`config.mk`:
```
export PLATFORM = sky130hd
export DESIGN_NAME = int_fp_add_arbiter
export DESIGN_NICKNAME = d
export VERILOG_FILES = /design/src/rtl/int_fp_add_arbiter.sv
export SDC_FILE = /design/constraint.sdc
export NUM_CORES = 1
export LEC_CHECK = 0
export CAP_MARGIN = 10
export CORE_MARGIN = 2
export CORE_UTILIZATION = 38
export DETAILED_ROUTE_END_ITERATION = 6
export PLACE_DENSITY = 0.81
export SLEW_MARGIN = 15
export SYNTH_ARGS = -nofsm -noshare
export SYNTH_HDL_FRONTEND = slang
export SYNTH_SLANG_ARGS = --single-unit
export TNS_END_PERCENT = 10
```
`constraint.sdc`:
```
create_clock -name clk -period 2.5 [get_ports clk]
set_clock_uncertainty 0.05 [all_clocks]
set_input_delay 0.625 -clock clk [delete_from_list [all_inputs] [get_ports clk]]
set_output_delay 0.625 -clock clk [all_outputs]
set_load 0.005 [all_outputs]
```
`src/rtl/int_fp_add_arbiter.sv`:
```
// Round-robin arbiter that shares one int_fp_add unit among N requesters.
// Holds one op in flight: grant, hold the operands for ADD_LAT+1 cycles, then return the result.
module int_fp_add_arbiter #(
  parameter int N       = 4,
  parameter int ADD_LAT = 0,
  parameter int IDW     = (N > 1) ? $clog2(N) : 1
) (
  input  logic            clk,
  input  logic            rst_n,
  input  logic [N-1:0]    req_valid,
  output logic [N-1:0]    req_ready,
  input  logic [N-1:0]    req_mode,
  input  logic [16*N-1:0] req_a,
  input  logic [16*N-1:0] req_b,
  output logic [N-1:0]    resp_valid,
  input  logic [N-1:0]    resp_ready,
  output logic [15:0]     resp_c,
  output logic            add_mode,
  output logic [15:0]     add_a,
  output logic [15:0]     add_b,
  input  logic [15:0]     add_c,
  output logic            busy,
  output logic [IDW-1:0]  grant_id
);

  localparam int CW = (ADD_LAT > 0) ? $clog2(ADD_LAT + 1) : 1;

  typedef enum logic [1:0] {IDLE, EXEC, RESP} state_t;

  state_t         state;
  logic [IDW-1:0] rr_ptr;
  logic [IDW-1:0] id;
  logic [CW-1:0]  cnt;
  logic           mode_q;
  logic [15:0]    a_q;
  logic [15:0]    b_q;
  logic [15:0]    result;
  logic [IDW-1:0] winner;
  logic           found;

  // Search starts at rr_ptr and wraps, so the last winner has the lowest priority.
  always_comb begin
    // NOTE: every variable gets a default before the loop so no latch is inferred.
    found  = 1'b0;
    winner = '0;
    for (int k = 0; k < N; k++) begin
      if (!found && req_valid[(int'(rr_ptr) + k) % N]) begin
        found  = 1'b1;
        winner = IDW'((int'(rr_ptr) + k) % N);
      end
    end
  end

  // Gated by rst_n so the handshake reads 0 immediately while reset is held.
  always_comb begin
    req_ready = '0;
    if (rst_n && state == IDLE && found) req_ready[winner] = 1'b1;
  end

  always_comb begin
    resp_valid = '0;
    if (state == RESP) resp_valid[id] = 1'b1;
  end

  assign resp_c   = (state == RESP) ? result : 16'h0000;
  assign busy     = (state != IDLE);
  assign grant_id = id;
  assign add_mode = mode_q;
  assign add_a    = a_q;
  assign add_b    = b_q;

  // NOTE: operand and result registers are reset too, because add_* and grant_id must read 0 after reset.
  always_ff @(posedge clk or negedge rst_n) begin
    if (!rst_n) begin
      state  <= IDLE;
      rr_ptr <= '0;
      id     <= '0;
      cnt    <= '0;
      mode_q <= 1'b0;
      a_q    <= '0;
      b_q    <= '0;
      result <= '0;
    end else begin
      // NOTE: non-blocking assignments so every register samples pre-edge values.
      case (state)
        IDLE: begin
          if (found) begin
            id     <= winner;
            mode_q <= req_mode[winner];
            a_q    <= req_a[16*int'(winner) +: 16];
            b_q    <= req_b[16*int'(winner) +: 16];
            cnt    <= CW'(ADD_LAT);
            state  <= EXEC;
          end
        end
        EXEC: begin
          if (cnt != '0) begin
            cnt <= cnt - 1'b1;
          end else begin
            result <= add_c;
            state  <= RESP;
          end
        end
        RESP: begin
          if (resp_ready[id]) begin
            rr_ptr <= (int'(id) == N - 1) ? '0 : id + 1'b1;
            state  <= IDLE;
          end
        end
        default: state <= IDLE;
      endcase
    end
  end

endmodule

```
==> out/qor.csv, run 1 <==
stage,metric,value,unit
yosys,sequential share of the synthesized area,39.3,%
timing,unrepaired setup endpoints after global routing,no,
route,WL/cell,17.1,um
floorplanning,Die H,100,um
timing,Max Slew Vio Count,0,
critical_path,"Max FO, Critical Path",5,
critical_path,Critical Path Start,req_valid[3],
floorplanning,Initial Utilization,38.5,%
pwr,Int Power,3.59,mW
floorplanning,core area,9110,sq um
yosys,Synth area leader,dfrtp_1,
yosys,"FF+latch count, synth",55,
route,Vias/cell,5.51,
yosys,Most used DFF post-synth,dfrtp_1,
timing,slew at the pin with the worst max-slew slack,0.693,ns
layout,most frequent cells in the layout,"clkdlybuf4s50_1, dfrtp_1, o21ai_0",
yosys,Mapped Cells,360,
place,Post-DP HPWL,9.04,mm
yosys,Yosys cell types,42,
route,total number of vias,3815,
critical_path,CP Class,in2out,
pwr,Pwr Total,5.84,mW
layout,Total Nets Final,742,
critical_path,worst r2r src,rr_ptr[1]$_DFFE_PN0P_,
yosys,Syn Nets,522,
route,DRC viols,0,
yosys,"Avg Cell Area, Syn",9.74,sq um
place,routability cong.,0.882,
global_routing,Overflow after GRT,0,
pwr,peak supply drop,510,uV
cts,Root Buffer,clkbuf_8,
global_routing,pin count of the biggest net entering global routing,70,
yosys,fraction of registers with async set/reset,100,%
pwr,P_leak,2.42,nW
run_status,run status,completed,
layout,layout cells sized above 1,12.4,%
timing,Max Freq,0.412,GHz
cts,total CTS buffers,5,
pwr,NetSw,2.25,mW
layout,ANT cells,0,
job,Max-Cap Viols,0,
yosys,synth warn,0,
global_routing,GRT Total Usage,23.3,%
critical_path,WP data required,1.82,ns
yosys,Area contributors post-synth,"dfrtp_1, mux2i_1, o22ai_1",
critical_path,CP Cell Sequence,"clkdlybuf4s15_1, or3_4, o21ai_4, buf_6, nor4b_2, buf_2",
critical_path,CP max stage delay,0.42,ns
layout,"Area growth, synth to finish",70.8,%
yosys,number of flops mapped to enable cells by yosys,0,
route,Detailed Route WL,11.9,mm
cts,CTS H-tree lvls,2,
pwr,Clock Power Share,8.2,%
global_routing,initial antenna violation count,0,
timing,Final Hold Viols,0,
route,first-pass iteration count of the detailed router,4,
pwr,pwr dens,976,nW/um^2
floorplanning,Die W,100,um
route,Iter 0 DRT Violations,208,
cts,Clock Sink Count,55,
pwr,switching share of power,38.6,%
cts,TritonCTS clock tree,yes,
route,post-route ant nets,0,
yosys,Synth top area share,39.3,%
yosys,synthesized area,3500,sq um
floorplanning,row count,35,
cts,Max Root-Sink Buffers,2,
place,PortBufs,217,
critical_path,crit start category,primary input,
timing,setup violators final,0,
pwr,Reg power frac,28.6,%
critical_path,"Max stage delay cell, worst path",or3_4,
global_routing,vias in the first global route,3876,
layout,"most common cell after layout, fill and taps aside",clkdlybuf4s50_1,
timing,Slew Limit Headroom,53.8,%
timing,Hold Slack,0.454,ns
floorplanning,I/O Pins,218,
pwr,Gate power share,63.1,%
critical_path,CP endpoint kind,output port,
floorplanning,Die ar.,10000,sq um
critical_path,CP Data Arrival Time,1.75,ns
cts,"Reg clk slew, reported paths",0.09,ns
hold_path,HP Class,in2async,
timing,post-layout min period,2.43,ns
cts,Worst-Skew Late Latency,0.29,ns
global_routing,first-pass GRT wire length,18.9,mm
timing,Tcrit/Tclk final,97.1,%
## sequential cells by signal, indices dropped and copies added (netlist names)
signal    count
add_a        16
add_b        16
result       16
grant_id      2
rr_ptr        2
state         2
add_mode      1
## critical path: cells and delay by family
kind            cells  cell delay [ns]
compound gates      1             0.16
buf+inv             3             0.49
simple gates        2             0.47
## logic make-up after synthesis
kind of cell | count (synthesis) | synth area share (%)
multiplexers | 51 | 15.5
buffers and inverters | 42 | 6.82
AO/OA/AOI/OAI | 143 | 27.4
flip-flops | 55 | 39.3
adder cells (fa/ha/maj) | 4 | 1.43
AND/OR/NAND/NOR | 65 | 9.53
## routing by layer
| metal | vias up | GRT usage (%) | share of wire, % |
|---|---|---|---|
| met5 | - | 0 | 0 |
| met4 | 0 | 6.53 | 2.0 |
| met3 | 25 | 5.01 | 8.0 |
| met2 | 193 | 41.9 | 50 |
| met1 | 1790 | 28.1 | 40 |
| li1 | 1807 | - | - |
## worst paths after layout
check | endpoint | cells past startpoint | slack [ns]
setup / recovery | req_ready[3] | 6 | 0.07
hold / removal | result[15]$_DFFE_PN0N_ | 2 | 0.45
setup reg to reg | add_b[3]$_DFFE_PN0P_ | 8 | 0.57
hold reg to reg | result[7]$_DFFE_PN0N_ | 1 | 0.46
max in group asynchronous | add_b[7]$_DFFE_PN0P_ | 2 | 1.49
min in group clk | result[7]$_DFFE_PN0N_ | 1 | 0.46
## final cells by class
cell class,instances,area [sq um]
clock buffer,6,72.6
tap,111,139
multi-input combinational,263,1930
clock inverter,2,12.5
timing repair buffer,247,2420
inverter,8,30.0
fill,716,3120
sequential,55,1380
## cell usage after synthesis, drive strengths merged, types with 5 or more instances
master,number
clkbuf,16
and2,20
mux2,17
a21boi,13
a41o,12
nand2,5
o21ai,53
mux2i,33
a221oi,21
buf,18
o22ai,33
nor2,26
dfrtp,55
inv,8
## what timing repair did
| action | CTS | global route |
|---|---|---|
| endpoints found under the setup margin | 4 | 4 |
| resized for setup | 28 | 7 |
| buffers inserted | 1 | 0 |
| endpoints found under the hold margin | 0 | 0 |
| pin swaps | 3 | 3 |
| hold buffers | 0 | 0 |
## power by group through the flow
stage	logic (mW)	registers [mW]	clock network, mW
floorplan	2.07	1.64	0
global placement	3.58	1.66	0
detailed placement	3.69	1.68	0
CTS	3.70	1.67	0.497
global route	4.05	1.74	0.541
finish	3.69	1.67	0.479
## per-stage QoR
stage / std cells / instance area, sq um / util (%) / setup TNS (ns) / setup slack (ns)
2_1_floorplan: 360 / 3500 / - / 0 / 0.211
3_3_place_gp: 684 / 5880 / 64.6 / -4.18 / -0.625
3_5_place_dp: 684 / 5880 / 64.6 / -5.36 / -0.620
4_1_cts: 692 / 5970 / 65.5 / 0 / 0.0340
5_1_grt: 692 / 5990 / 65.7 / 0 / 0.000645
6_report: 692 / 5990 / 65.7 / 0 / 0.0732
No activity file was read; power rests on OpenSTA's default activity.
==> run 2: changes to the inputs <==
--- a/config.mk
+++ b/config.mk
@@ -6,10 +6,12 @@
 export NUM_CORES = 1
 export LEC_CHECK = 0
 export CAP_MARGIN = 10
+export CELL_PAD_IN_SITES_DETAIL_PLACEMENT = 0
+export CELL_PAD_IN_SITES_GLOBAL_PLACEMENT = 1
 export CORE_MARGIN = 2
-export CORE_UTILIZATION = 38
+export CORE_UTILIZATION = 26
 export DETAILED_ROUTE_END_ITERATION = 6
-export PLACE_DENSITY = 0.81
+export PLACE_DENSITY = 0.78
 export SLEW_MARGIN = 15
 export SYNTH_ARGS = -nofsm -noshare
 export SYNTH_HDL_FRONTEND = slang
==> out/qor.csv, run 2 (same netlist as run 1, synthesis figures left out) <==
stage,metric,value,unit
route,first-pass iteration count of the detailed router,4,
global_routing,first-pass GRT wire length,19.7,mm
global_routing,pin count of the biggest net entering global routing,70,
global_routing,GRT Total Usage,17.2,%
run_status,run status,completed,
cts,Clock Sink Count,55,
timing,slew at the pin with the worst max-slew slack,0.712,ns
critical_path,worst path bufs/invs,3,
pwr,P_leak,2.46,nW
timing,post-layout min period,2.44,ns
cts,TritonCTS clock tree,yes,
global_routing,met1 Resource Use GR,20.6,%
pwr,Clock Power Share,13.4,%
hold_path,HP Class,reg2reg,
pwr,Reg power frac,27.1,%
floorplanning,row count,42,
route,DRC viols,0,
critical_path,CP endpoint kind,output port,
pwr,peak supply drop,493,uV
global_routing,initial antenna violation count,0,
timing,Final Hold Viols,0,
hold_path,worst min-delay path endpoint,result[9]$_DFFE_PN0N_,
critical_path,Worst Reg2Reg Path Length in Cells,8,
timing,unrepaired setup endpoints after global routing,no,
cts,"Reg clk slew, reported paths",0.07,ns
critical_path,CP Class,in2out,
route,Vias/cell,5.03,
pwr,switching share of power,37.4,%
route,WL/cell,16.6,um
timing,Max Slew Vio Count,0,
critical_path,WP data required,1.82,ns
critical_path,Register-to-Register Setup Slack,0.37,ns
cts,Max Root-Sink Buffers,2,
cts,Root Buffer,clkbuf_16,
critical_path,CP max stage delay,0.25,ns
layout,"most common cell after layout, fill and taps aside",clkdlybuf4s50_1,
cts,CTS H-tree lvls,2,
layout,ANT cells,0,
hold_path,worst hold path cell count,1,
critical_path,"CP delay by family, top",buffers and inverters,
pwr,Int Power,3.90,mW
global_routing,layer with the highest usage,met2,
pwr,pwr dens,1010,nW/um^2
pwr,Pwr Total,6.23,mW
place,Post-DP HPWL,9.44,mm
layout,layout cells sized above 1,12.3,%
layout,Total Nets Final,740,
route,post-route ant nets,0,
critical_path,r2r endpoint,add_b[7]$_DFFE_PN0P_,
route,total number of vias,3797,
timing,Max Freq,0.409,GHz
timing,Slew Limit Headroom,52.6,%
floorplanning,core area,13200,sq um
timing,Tcrit/Tclk final,97.8,%
place,routability cong.,0.857,
global_routing,vias in the first global route,3929,
floorplanning,Die H,120,um
place,PortBufs,217,
hold_path,hold_sp,result[9]$_DFFE_PN0N_,
cts,total CTS buffers,5,
route,Detailed Route WL,12.6,mm
layout,Util after Layout,46.7,%
cts,post-cts hold buffer count,0,
floorplanning,I/O Pins,218,
pwr,NetSw,2.33,mW
critical_path,CP Cell Sequence,"dlygate4sd2_1, buf_4, o21ai_1, nand2_1, nor4b_4, buf_2",
floorplanning,Die ar.,14400,sq um
critical_path,"Max FO, Critical Path",8,
floorplanning,Initial Utilization,26.6,%
critical_path,"Max stage delay cell, worst path",dlygate4sd2_1,
global_routing,GR Layer Usage met3,4.94,%
job,Max-Cap Viols,0,
route,Iter 0 DRT Violations,194,
critical_path,crit start category,primary input,
global_routing,M2 GR Usage,30.1,%
critical_path,CP Data Arrival Time,1.77,ns
critical_path,worst r2r src,rr_ptr[1]$_DFFE_PN0P_,
layout,most frequent cells in the layout,"clkdlybuf4s50_1, dfrtp_1, o21ai_0",
floorplanning,Die W,120,um
pwr,Gate power share,59.4,%
timing,setup violators final,0,
cts,Worst-Skew Late Latency,0.30,ns
layout,"Area growth, synth to finish",75.6,%
global_routing,Overflow after GRT,0,
[run 2: changes by cell type in the layout (fill, tap and decap cells not counted), moves of 2 or more]
cell,change
clkbuf_16,+5
buf_6,+2
buf_4,-4
clkbuf_8,-4
[run 2: layer usage]
layer | up-vias | routed length (um)
li1 | 1802 | -
met1 | 1823 | 5080
met2 | 163 | 6380
met3 | 9 | 959
met4 | 0 | 136
met5 | - | 0
[run 2: how the worst max path moves through the flow]
stage | from | endpoint | slack, ns | cells after the start
after floorplan | req_valid[0] | req_ready[3] | 0.21 | 5
after global placement | req_valid[1] | req_ready[0] | -0.62 | 6
after detailed placement | req_valid[1] | req_ready[3] | -0.67 | 6
after CTS | req_valid[1] | req_ready[2] | 0.0005 | 6
after global routing | req_valid[2] | req_ready[3] | 0.004 | 6
final | req_valid[2] | req_ready[3] | 0.06 | 6
[run 2: stage by stage]
| stage | area (sq um) | setup TNS [ns] | instances | setup WS, ns | hold slack, ns |
|---|---|---|---|---|---|
| 2_1_floorplan | 3500 | 0 | 360 | 0.211 | 0.279 |
| 3_3_place_gp | 5940 | -6.30 | 745 | -0.619 | 0.430 |
| 3_5_place_dp | 5940 | -7.25 | 745 | -0.675 | 0.439 |
| 4_1_cts | 6140 | 0 | 755 | 0.000504 | 0.456 |
| 5_1_grt | 6150 | 0 | 755 | 0.00354 | 0.472 |
| 6_report | 6150 | 0 | 755 | 0.0557 | 0.449 |
[run 2: what timing repair did]
item	CTS	global route
setup endpoints to repair	4	4
cloned	0	0
setup buffers	2	0
pin swaps	4	3
resized for setup	29	5
[run 2: final cells by class]
| class | count | area (sq um) |
|---|---|---|
| clock buffers | 6 | 139 |
| clock inverters | 2 | 35.0 |
| fillers | 1289 | 7040 |
| inverters | 8 | 30.0 |
| multi-input cells | 263 | 1940 |
| flip-flops and latches | 55 | 1380 |
| well taps | 176 | 220 |
| repair buffers | 245 | 2420 |
[run 2: worst register-to-register path, cell delays in order, from the launching register on]
cell      delay, ns
dfrtp_1        0.49
buf_4          0.20
inv_2          0.05
o21ai_0        0.34
buf_4          0.18
nor2_1         0.05
buf_12         0.16
a221oi_1       0.37
o22ai_1        0.13
[run 2: power groups by stage]
stage | registers, mW | logic (mW) | clock network, mW
final | 1.69 | 3.70 | 0.838
after global routing | 1.76 | 4.06 | 0.881
after CTS | 1.69 | 3.72 | 0.858
after detailed placement | 1.70 | 3.67 | 0
after global placement | 1.67 | 3.62 | 0
after floorplan | 1.64 | 2.07 | 0
